**config.mk**
```make
export PLATFORM = sky130hd
export DESIGN_NAME = gate_exerciser_flat
export DESIGN_NICKNAME = d
export VERILOG_FILES = /design/src/rtl/gate_exerciser_if.sv /design/src/rtl/gate_exerciser.sv /design/src/flat_wrapper.sv
export SDC_FILE = /design/constraint.sdc
export NUM_CORES = 1
export LEC_CHECK = 0
export CAP_MARGIN = 20
export CORE_UTILIZATION = 45
export DETAILED_ROUTE_END_ITERATION = 8
export DONT_BUFFER_PORTS = 1
export GPL_TIMING_DRIVEN = 0
export PLACE_DENSITY_LB_ADDON = 0.05
export SLEW_MARGIN = 30
export SYNTH_ARGS = -nofsm -noshare
export SYNTH_HDL_FRONTEND = slang
export SYNTH_SLANG_ARGS = --single-unit
```
**constraint.sdc**
```tcl
create_clock -name clk -period 1.83 [get_ports clk]
set_input_delay 0.366 -clock clk [delete_from_list [all_inputs] [get_ports clk]]
set_output_delay 0.366 -clock clk [all_outputs]
set_load 0.005 [all_outputs]
```
**src/rtl/gate_exerciser_if.sv**
```systemverilog
`default_nettype none
// ============================================================================
// gate_exerciser_if : stimulus/response bundle between the exerciser and gates
// Rev 1.0
// ============================================================================
interface gate_exerciser_if;
  logic a;
  logic b;
  logic not_out;
  logic and_out;
  logic or_out;
  logic buff_out;
  logic xor_out;
  logic xnor_out;

  modport master (
    output a, b,
    input  not_out, and_out, or_out, buff_out, xor_out, xnor_out
  );

  modport slave (
    input  a, b,
    output not_out, and_out, or_out, buff_out, xor_out, xnor_out
  );
endinterface
`default_nettype wire

```
**src/rtl/gate_exerciser.sv**
```systemverilog
`default_nettype none
// ============================================================================
// gate_exerciser : sweeps {a,b} through 00..11 and checks six gate outputs
// Rev 1.0
// ============================================================================
module gate_exerciser #(
  parameter int SETTLE_CYCLES = 2,
  parameter int LOOPS         = 1,
  parameter int ERR_W         = 4
) (
  input  logic               clk,
  input  logic               rst_n,
  input  logic               start,
  input  logic               abort,
  gate_exerciser_if.master   gif,
  output logic               busy,
  output logic               done,
  output logic               pass,
  output logic [ERR_W-1:0]   err_count,
  output logic [3:0]         fail_mask
);

  localparam int CNT_W  = (SETTLE_CYCLES > 1) ? $clog2(SETTLE_CYCLES) : 1;
  localparam int LOOP_W = (LOOPS > 1) ? $clog2(LOOPS) : 1;

  localparam logic [1:0] C_IDLE   = 2'd0;
  localparam logic [1:0] C_SETTLE = 2'd1;
  localparam logic [1:0] C_CHECK  = 2'd2;
  localparam logic [1:0] C_DONE   = 2'd3;

  logic [1:0]        state_q, state_d;
  logic [1:0]        vec_q, vec_d;
  logic [LOOP_W-1:0] loop_q, loop_d;
  logic [CNT_W-1:0]  cnt_q, cnt_d;
  logic [1:0]        ab_q, ab_d;
  logic              busy_q, busy_d;
  logic              done_q, done_d;
  logic              pass_q, pass_d;
  logic [ERR_W-1:0]  err_q, err_d;
  logic [3:0]        mask_q, mask_d;

  logic [5:0]        w_expected;
  logic [5:0]        w_observed;
  logic              w_mismatch;
  logic [ERR_W-1:0]  w_err_inc;

  assign w_expected = {~ab_q[1], ab_q[1] & ab_q[0], ab_q[1] | ab_q[0],
                       ab_q[1], ab_q[1] ^ ab_q[0], ~(ab_q[1] ^ ab_q[0])};
  assign w_observed = {gif.not_out, gif.and_out, gif.or_out,
                       gif.buff_out, gif.xor_out, gif.xnor_out};
  assign w_mismatch = (w_observed != w_expected);
  // Saturate rather than wrap so a long failing run never reads as clean
  assign w_err_inc  = (err_q == {ERR_W{1'b1}}) ? err_q : err_q + ERR_W'(1);

  always_comb begin
    state_d = state_q;
    vec_d   = vec_q;
    loop_d  = loop_q;
    cnt_d   = cnt_q;
    ab_d    = ab_q;
    busy_d  = busy_q;
    done_d  = done_q;
    pass_d  = pass_q;
    err_d   = err_q;
    mask_d  = mask_q;
    if (abort) begin
      state_d = C_IDLE;
      busy_d  = 1'b0;
      done_d  = 1'b0;
      pass_d  = 1'b0;
      ab_d    = 2'b00;
    end else begin
      case (state_q)
        C_IDLE, C_DONE: begin
          if (start) begin
            err_d   = '0;
            mask_d  = '0;
            done_d  = 1'b0;
            pass_d  = 1'b0;
            vec_d   = 2'd0;
            loop_d  = '0;
            cnt_d   = '0;
            ab_d    = 2'b00;
            busy_d  = 1'b1;
            state_d = C_SETTLE;
          end
        end
        C_SETTLE: begin
          if (cnt_q == CNT_W'(SETTLE_CYCLES - 1)) begin
            state_d = C_CHECK;
          end else begin
            cnt_d = cnt_q + CNT_W'(1);
          end
        end
        C_CHECK: begin
          if (w_mismatch) begin
            err_d         = w_err_inc;
            mask_d[vec_q] = 1'b1;
          end
          if (vec_q == 2'd3 && loop_q == LOOP_W'(LOOPS - 1)) begin
            state_d = C_DONE;
            busy_d  = 1'b0;
            done_d  = 1'b1;
            pass_d  = (err_d == '0);
          end else begin
            vec_d   = vec_q + 2'd1;
            if (vec_q == 2'd3) begin
              loop_d = loop_q + LOOP_W'(1);
            end
            ab_d    = vec_q + 2'd1;
            cnt_d   = '0;
            state_d = C_SETTLE;
          end
        end
        default: state_d = C_IDLE;
      endcase
    end
  end

  always_ff @(posedge clk or negedge rst_n) begin
    if (!rst_n) begin
      state_q <= C_IDLE;
      vec_q   <= 2'd0;
      loop_q  <= '0;
      cnt_q   <= '0;
      ab_q    <= 2'b00;
      busy_q  <= 1'b0;
      done_q  <= 1'b0;
      pass_q  <= 1'b0;
      err_q   <= '0;
      mask_q  <= '0;
    end else begin
      state_q <= state_d;
      vec_q   <= vec_d;
      loop_q  <= loop_d;
      cnt_q   <= cnt_d;
      ab_q    <= ab_d;
      busy_q  <= busy_d;
      done_q  <= done_d;
      pass_q  <= pass_d;
      err_q   <= err_d;
      mask_q  <= mask_d;
    end
  end

  assign gif.a     = ab_q[1];
  assign gif.b     = ab_q[0];
  assign busy      = busy_q;
  assign done      = done_q;
  assign pass      = pass_q;
  assign err_count = err_q;
  assign fail_mask = mask_q;

endmodule
`default_nettype wire
```
**src/flat_wrapper.sv**
```systemverilog
// flat-port wrapper written by rule: the top's interface ports become plain ports
module gate_exerciser_flat 
#(
  parameter int SETTLE_CYCLES = 2,
  parameter int LOOPS         = 1,
  parameter int ERR_W         = 4
)
  (clk, rst_n, start, abort, busy, done, pass, err_count, fail_mask, gif_a, gif_b, gif_not_out, gif_and_out, gif_or_out, gif_buff_out, gif_xor_out, gif_xnor_out);
  gate_exerciser_if gif_i ();
  input  logic clk;
  input  logic rst_n;
  input  logic start;
  input  logic abort;
  output logic busy;
  output logic done;
  output logic pass;
  output logic [ERR_W-1:0] err_count;
  output logic [3:0] fail_mask;
  output wire logic [$bits(gif_i.a)-1:0] gif_a;
  output wire logic [$bits(gif_i.b)-1:0] gif_b;
  input wire logic [$bits(gif_i.not_out)-1:0] gif_not_out;
  input wire logic [$bits(gif_i.and_out)-1:0] gif_and_out;
  input wire logic [$bits(gif_i.or_out)-1:0] gif_or_out;
  input wire logic [$bits(gif_i.buff_out)-1:0] gif_buff_out;
  input wire logic [$bits(gif_i.xor_out)-1:0] gif_xor_out;
  input wire logic [$bits(gif_i.xnor_out)-1:0] gif_xnor_out;
  assign gif_a = gif_i.a;
  assign gif_b = gif_i.b;
  assign gif_i.not_out = gif_not_out;
  assign gif_i.and_out = gif_and_out;
  assign gif_i.or_out = gif_or_out;
  assign gif_i.buff_out = gif_buff_out;
  assign gif_i.xor_out = gif_xor_out;
  assign gif_i.xnor_out = gif_xnor_out;
  gate_exerciser #(.SETTLE_CYCLES(SETTLE_CYCLES), .LOOPS(LOOPS), .ERR_W(ERR_W)) u_core (.clk(clk), .rst_n(rst_n), .start(start), .abort(abort), .gif(gif_i), .busy(busy), .done(done), .pass(pass), .err_count(err_count), .fail_mask(fail_mask));
endmodule
```
======== Word level (Yosys, flattened, before mapping) ========
Cells that the tools add are included.
storage, ports and cells
  register bits after elaboration ......... 19
  bits of input ports ..................... 10
  output and inout bits ................... 13
  word-level logic and storage cells ...... 89
operators by class
  add/sub/neg operators ................... 4
  $lt $le $gt $ge ......................... 2
  equality and inequality tests ........... 14
  multiplexer cells ....................... 36
  bitwise operators ....................... 8
  reductions and logical operators ........ 15
operators by type and width
  cell                                                    count
  2-to-1 mux 4 bit                                        6
  case mux 4 bit (2 select lines)                         2
  2-to-1 mux 2 bit                                        7
  2-to-1 mux 1 bit                                        13
  AND reduction 3 bit                                     4
  case mux 1 bit (2 select lines)                         4
  AND reduction 4 bit                                     2
  equality test 2 bit (second input constant)             3
  inequality test 3 x 2 -> 1 bit (second input constant)  2
  inequality test 3 bit (second input constant)           2
  inequality test 6 bit                                   1
  case mux 2 bit (3 select lines)                         1
  AND reduction 5 bit                                     1
  adder 4 x 1 -> 4 bit (second input constant)            1
  equality test 4 bit (second input constant)             1
  zero test 4 bit                                         1
  inequality test 2 x 1 -> 1 bit (second input constant)  2
  inequality test 2 bit (second input constant)           2
  NOT 1 bit                                               4
  bitwise OR 4 bit                                        1
  case mux 2 bit (2 select lines)                         1
  < comparator 2 x 3 -> 1 bit (second input constant)     1
  case mux 1 bit (3 select lines)                         1
  nonzero test 3 bit                                      1
  13 further kinds                                        15

======== Depth between registers and ports, before layout ========
  word-level depth ........................ 10
  mapped depth ............................ 8
  gate-level depth less buffers ........... 7

======== Least setup slack after synthesis ========
Ideal clock, no wire load.
  path kind ............................... register to register
  start ................................... register u_core.ab_q[1]
  end ..................................... register u_core.pass_q (netlist: u_core.pass)
  library setup time ...................... 0.122 ns
  arrival time ............................ 1.727 ns
  data required time ...................... 1.708 ns
  setup slack ............................. -0.018 ns
  cell stages (with the launch flop) ...... 9
  buffers on the path ..................... 1
  cell sequence ........................... dfrtp_1 > inv_1 > ha_1 > and3b_1 > a21oi_1 > or3_1 > buf_6 > mux2i_1 > a32o_1
on the way
  cells in the longest elaborated chain, start to end .. 10
  elaborated cells between the ends (all ways) .. 13
ends and longest elaborated chain
  item                               line                   source
  from (decl)                        gate_exerciser.sv:35   logic [1:0] ab_q, ab_d;
  from (signal assigned)             gate_exerciser.sv:126  ab_q <= 2'b00;
  from (signal assigned)             gate_exerciser.sv:137  ab_q <= ab_d;
  XOR 1 bit                          gate_exerciser.sv:48   ab_q[1], ab_q[1] ^ ab_q[0], ~(ab_q[1] ^ ab_q[0])};
  NOT 1 bit                          gate_exerciser.sv:48
  inequality test 6 bit *            gate_exerciser.sv:51   assign w_mismatch = (w_observed != w_expected);
  2-to-1 mux 4 bit *                 gate_exerciser.sv:96   if (w_mismatch) begin
  2-to-1 mux 4 bit *                 gate_exerciser.sv:73   case (state_q)
  2-to-1 mux 4 bit *                 gate_exerciser.sv:66   if (abort) begin
  zero test 4 bit *                  gate_exerciser.sv:104  pass_d = (err_d == '0);
  2-to-1 mux 1 bit *                 gate_exerciser.sv:100  if (vec_q == 2'd3 && loop_q == LOOP_W'(LOOPS - 1)) begin
  case mux 1 bit (2 select lines) *  gate_exerciser.sv:73
  2-to-1 mux 1 bit *                 gate_exerciser.sv:66
  to (signal assigned)               gate_exerciser.sv:140  pass_q <= pass_d;
  to (decl)                          gate_exerciser.sv:38   logic pass_q, pass_d;
Every way passes the cells marked *; elsewhere a longest branch is shown, timed or not. The select of a mux whose other input is x is not followed.
A chain may end at the register's enable or synchronous reset.

======== Worst setup path in the final report ========
Ends and elaborated chain as after synthesis.

==> implementation parameters <==
Parameter                              Value

Status
  Outcome    complete, but fails checks
  Violated checks    negative hold slack, negative setup slack

Worst setup path
  Reg2Reg Setup Slack    -0.1 ns
  CP Class    reg2reg
  Depth of the most critical reg-to-reg path    8
  Worst r2r src    u_core.ab_q[1]
  Reg-to-Reg End    u_core.pass
  Maximum fanout count along the critical path    6
  Endpoint class of the critical path    register
  Crit path required time    roughly 2 ns
  Arrival time reported for the critical path endpoint    between 2 and 2.5 ns
  Worst setup SP type    register

STA
  Endpoints failing setup    5
  Fin Hold WS    -0.01140 ns
  Max Clock Freq    between 500 and 600 MHz
  Minimum clock period after layout    1.927 ns
  Headroom to the max-slew limit    0.6772
  Final Skew    ~0.0065 ns
  Total Neg Setup Slack    -0.2057 ns
  Worst Setup Slack, final    -0.09718 ns
  Endpoints failing hold    19
  Total count of max-transition violations in the final report    0
  RSZ-0062 raised after global routing    true
  Final cycle utilization of the critical path    1.053
  Actual slew at the worst max-slew pin    0.4805 ns

Cells and area
  Number of antenna diodes    0
  Final Non-Filler Cells    roughly 160
  Post-synthesis to final-layout area growth    12.92%
  Commonest non-fill, non-tap cell in the layout    nor2_1
  Utilization after layout    0.5613
  Most frequent cells in the layout    nor2_1, dfrtp_1, o21ai_0
  # nets final    roughly 160
  Fraction of layout instances using a drive strength above 1    0.2206
  Finished Cell Area    ~1300 um^2
  Number of fill cells in the layout    213

Logic synthesis
  Most common flop cell mapped by yosys    dfrtp_1
  Cell area after synthesis    between 1000 and 1500 um^2
  Adder-Cell Fraction of Synth Area    0.09772
  Xor/xnor cell area share of the yosys netlist    0.01520
  Async S/R FF share, synth    1.000
  Main combinational cell family by area after synthesis    simple AND/OR/NAND/NOR gates
  Mux cell area share after synthesis    0.04452
  Simple-Gate Fraction of Synth Area    0.1954
  Post-Synthesis Net Count    around 150
  Most area-consuming cells after synthesis    dfrtp_1, ha_1, nor2_1, o21ai_0, a21oi_1
  Register bit total from synthesis    19
  Synth Instances    between 100 and 150
  Dominant cell type by area after synthesis    dfrtp_1
  Register area share after synthesis    0.4126
  Post-synth top area share    0.4126
  Area fraction in compound gates after synthesis    0.1846
  Netlist cell types    35
  Average cell area after synthesis    about 8.9 um^2
  Yosys warns    0
  Number of synthesized flops with an enable pin    0

Clock tree
  Total CTS buffers    3
  Clock transition at the registers of the reported paths    around 0.11 ns
  Total number of clock tree sinks    19
  H-tree levels    1
  Largest buffer count on any clock path    2
  Library cell used as clock root buffer    clkbuf_4
  Source-to-sink clock delay at the later pin of the worst-skew pair    about 0.30 ns
  Clock tree from TritonCTS    built

Placed design
  Final estimated routing congestion in global placement    about 0.7
  Placed Cells    about 160
  Setup WS pre-CTS    -0.1868 ns
  Sum of net half-perimeters after detailed placement    1.767 mm
  Number of input and output port buffers inserted    0
  Total cell area at the placement stage    about 1200 um^2

Die
  Initial cell density of the core    0.4970
  Count of pins on the block boundary    23
  Chip width    52.61 um
  Die area    approximately 2800 um^2
  Number of core rows    17
  DIE HEIGHT    ~53 um
  CORE AREA    about 2300 um^2

Pwr
  Power per cell area    653.6 nW/um^2
  VDD IR-drop max    502.8 uV
  Leakage power    0.5820 nW
  Design Power    about 850 uW

Global route
  Overflow left after global routing    0
  Number of global-route vias before repair    844
  Largest net degree at the start of global routing    20
  Global-route wire length before repair    3.781 mm
  Antenna violations before repair    0
  Global router's overall resource usage    0.1931

Detailed routing
  Routed via count    roughly 960
  DR iter-0 viols    22
  Total routed wire length on the met1 layer    1.106 mm
  Top layer in use    met4
  Ratio of routed vias to standard cells    roughly 5.9
  Metal3 WL    155 um
  Number of detailed-route iterations in the first pass    4
  Number of remaining DRC errors    0
  Number of antenna-violating nets in the routed design    0
  Sum of met2 wire segment lengths after detailed routing    roughly 1.2 mm
  Wire length per cell after detailed routing    around 15 um
  Detailed Route WL    around 2.5 mm

Worst hold path
  Type of the worst min-delay path    in2async

Job
  Total of max-cap violations    0
-- cells in the mapped netlist, types with 2 or more instances --
master,instances
nand2_1,8
inv_1,10
nor2b_1,4
a21oi_1,9
o211ai_1,2
nor3_1,4
o21ai_0,10
nor2_1,20
nand3_1,2
a31oi_1,6
dfrtp_1,19
ha_1,9
mux2i_1,4
-- cell type report --
type / instances / area (um^2) / area share
clock inverter: 1 / 5.005 / 0.003846
buffer: 3 / 20.02 / 0.01538
sequential: 19 / 478.0 / 0.3673
timing repair buffer: 3 / 17.52 / 0.01346
clock buffer: 3 / 22.52 / 0.01731
inverter: 10 / 37.54 / 0.02885
multi-input combinational: 97 / 685.7 / 0.5269
tap: 28 / 35.03 / 0.02692
-- registers in the layout (all words and copies together), names as in the netlist --
register,cells
u_core.ab_q,2
u_core.busy,1
u_core.cnt_q,1
u_core.done,1
u_core.err_count,4
u_core.fail_mask,4
u_core.loop_q,1
u_core.pass,1
u_core.state_q,2
u_core.vec_q,2
-- logic make-up (layout without fill, tap and decap cells) --
logic type	after synthesis	in the layout
muxes	5	5
AOI/OAI and AO/OA	34	34
xor gates and xnor gates	2	2
buffers and inverters	13	20
DFF	19	19
and+or+nand+nor	47	47
adders and majority gates	9	9
-- per-layer routing --
metal,GRT usage,up-vias
li1,-,473
met1,0.2351,465
met2,0.3186,24
met3,0.06957,2
met4,0.05263,0
met5,0,-
-- critical path: stages, from the launching register on --
cell and delay (ns):
dfrtp_2 0.44, inv_2 0.06, ha_4 0.26, and3b_1 0.16, a21oi_2 0.04, or3_4 0.38, buf_6 0.14, mux2i_1 0.12
a32o_1 0.21
-- worst max-delay path by stage --
stage | from | endpoint | slack (ns) | depth (start not counted)
2_1_floorplan | u_core.ab_q[1] | u_core.pass | 0.005 | 8
3_3_place_gp | u_core.state_q[0] | u_core.err_count[0] | -0.11 | 6
3_5_place_dp | u_core.state_q[0] | u_core.err_count[0] | -0.19 | 6
4_1_cts | u_core.ab_q[0] | u_core.pass | -0.13 | 8
5_1_grt | u_core.ab_q[1] | u_core.pass | -0.17 | 8
6_report | u_core.ab_q[1] | u_core.pass | -0.1 | 8
-- report_power, final --
group          internal [mW]  total [mW]  switching, mW  leakage (nW)
clock                 0.0813       0.211          0.130        0.0177
combinational         0.0739       0.173         0.0987         0.308
sequential             0.444       0.466         0.0226         0.256
total                  0.599       0.850          0.251         0.582
-- repair_timing --
action / 4_1_cts / 5_1_grt
gates cloned: 1 / 0
resized for setup: 5 / 12
hold buffers: 1 / 0
endpoints found under the setup margin: 9 / 13
endpoints found under the hold margin: 19 / 0
pin swaps: 3 / 6
setup buffers: 0 / 1
(Power assumes the default switching activity.)
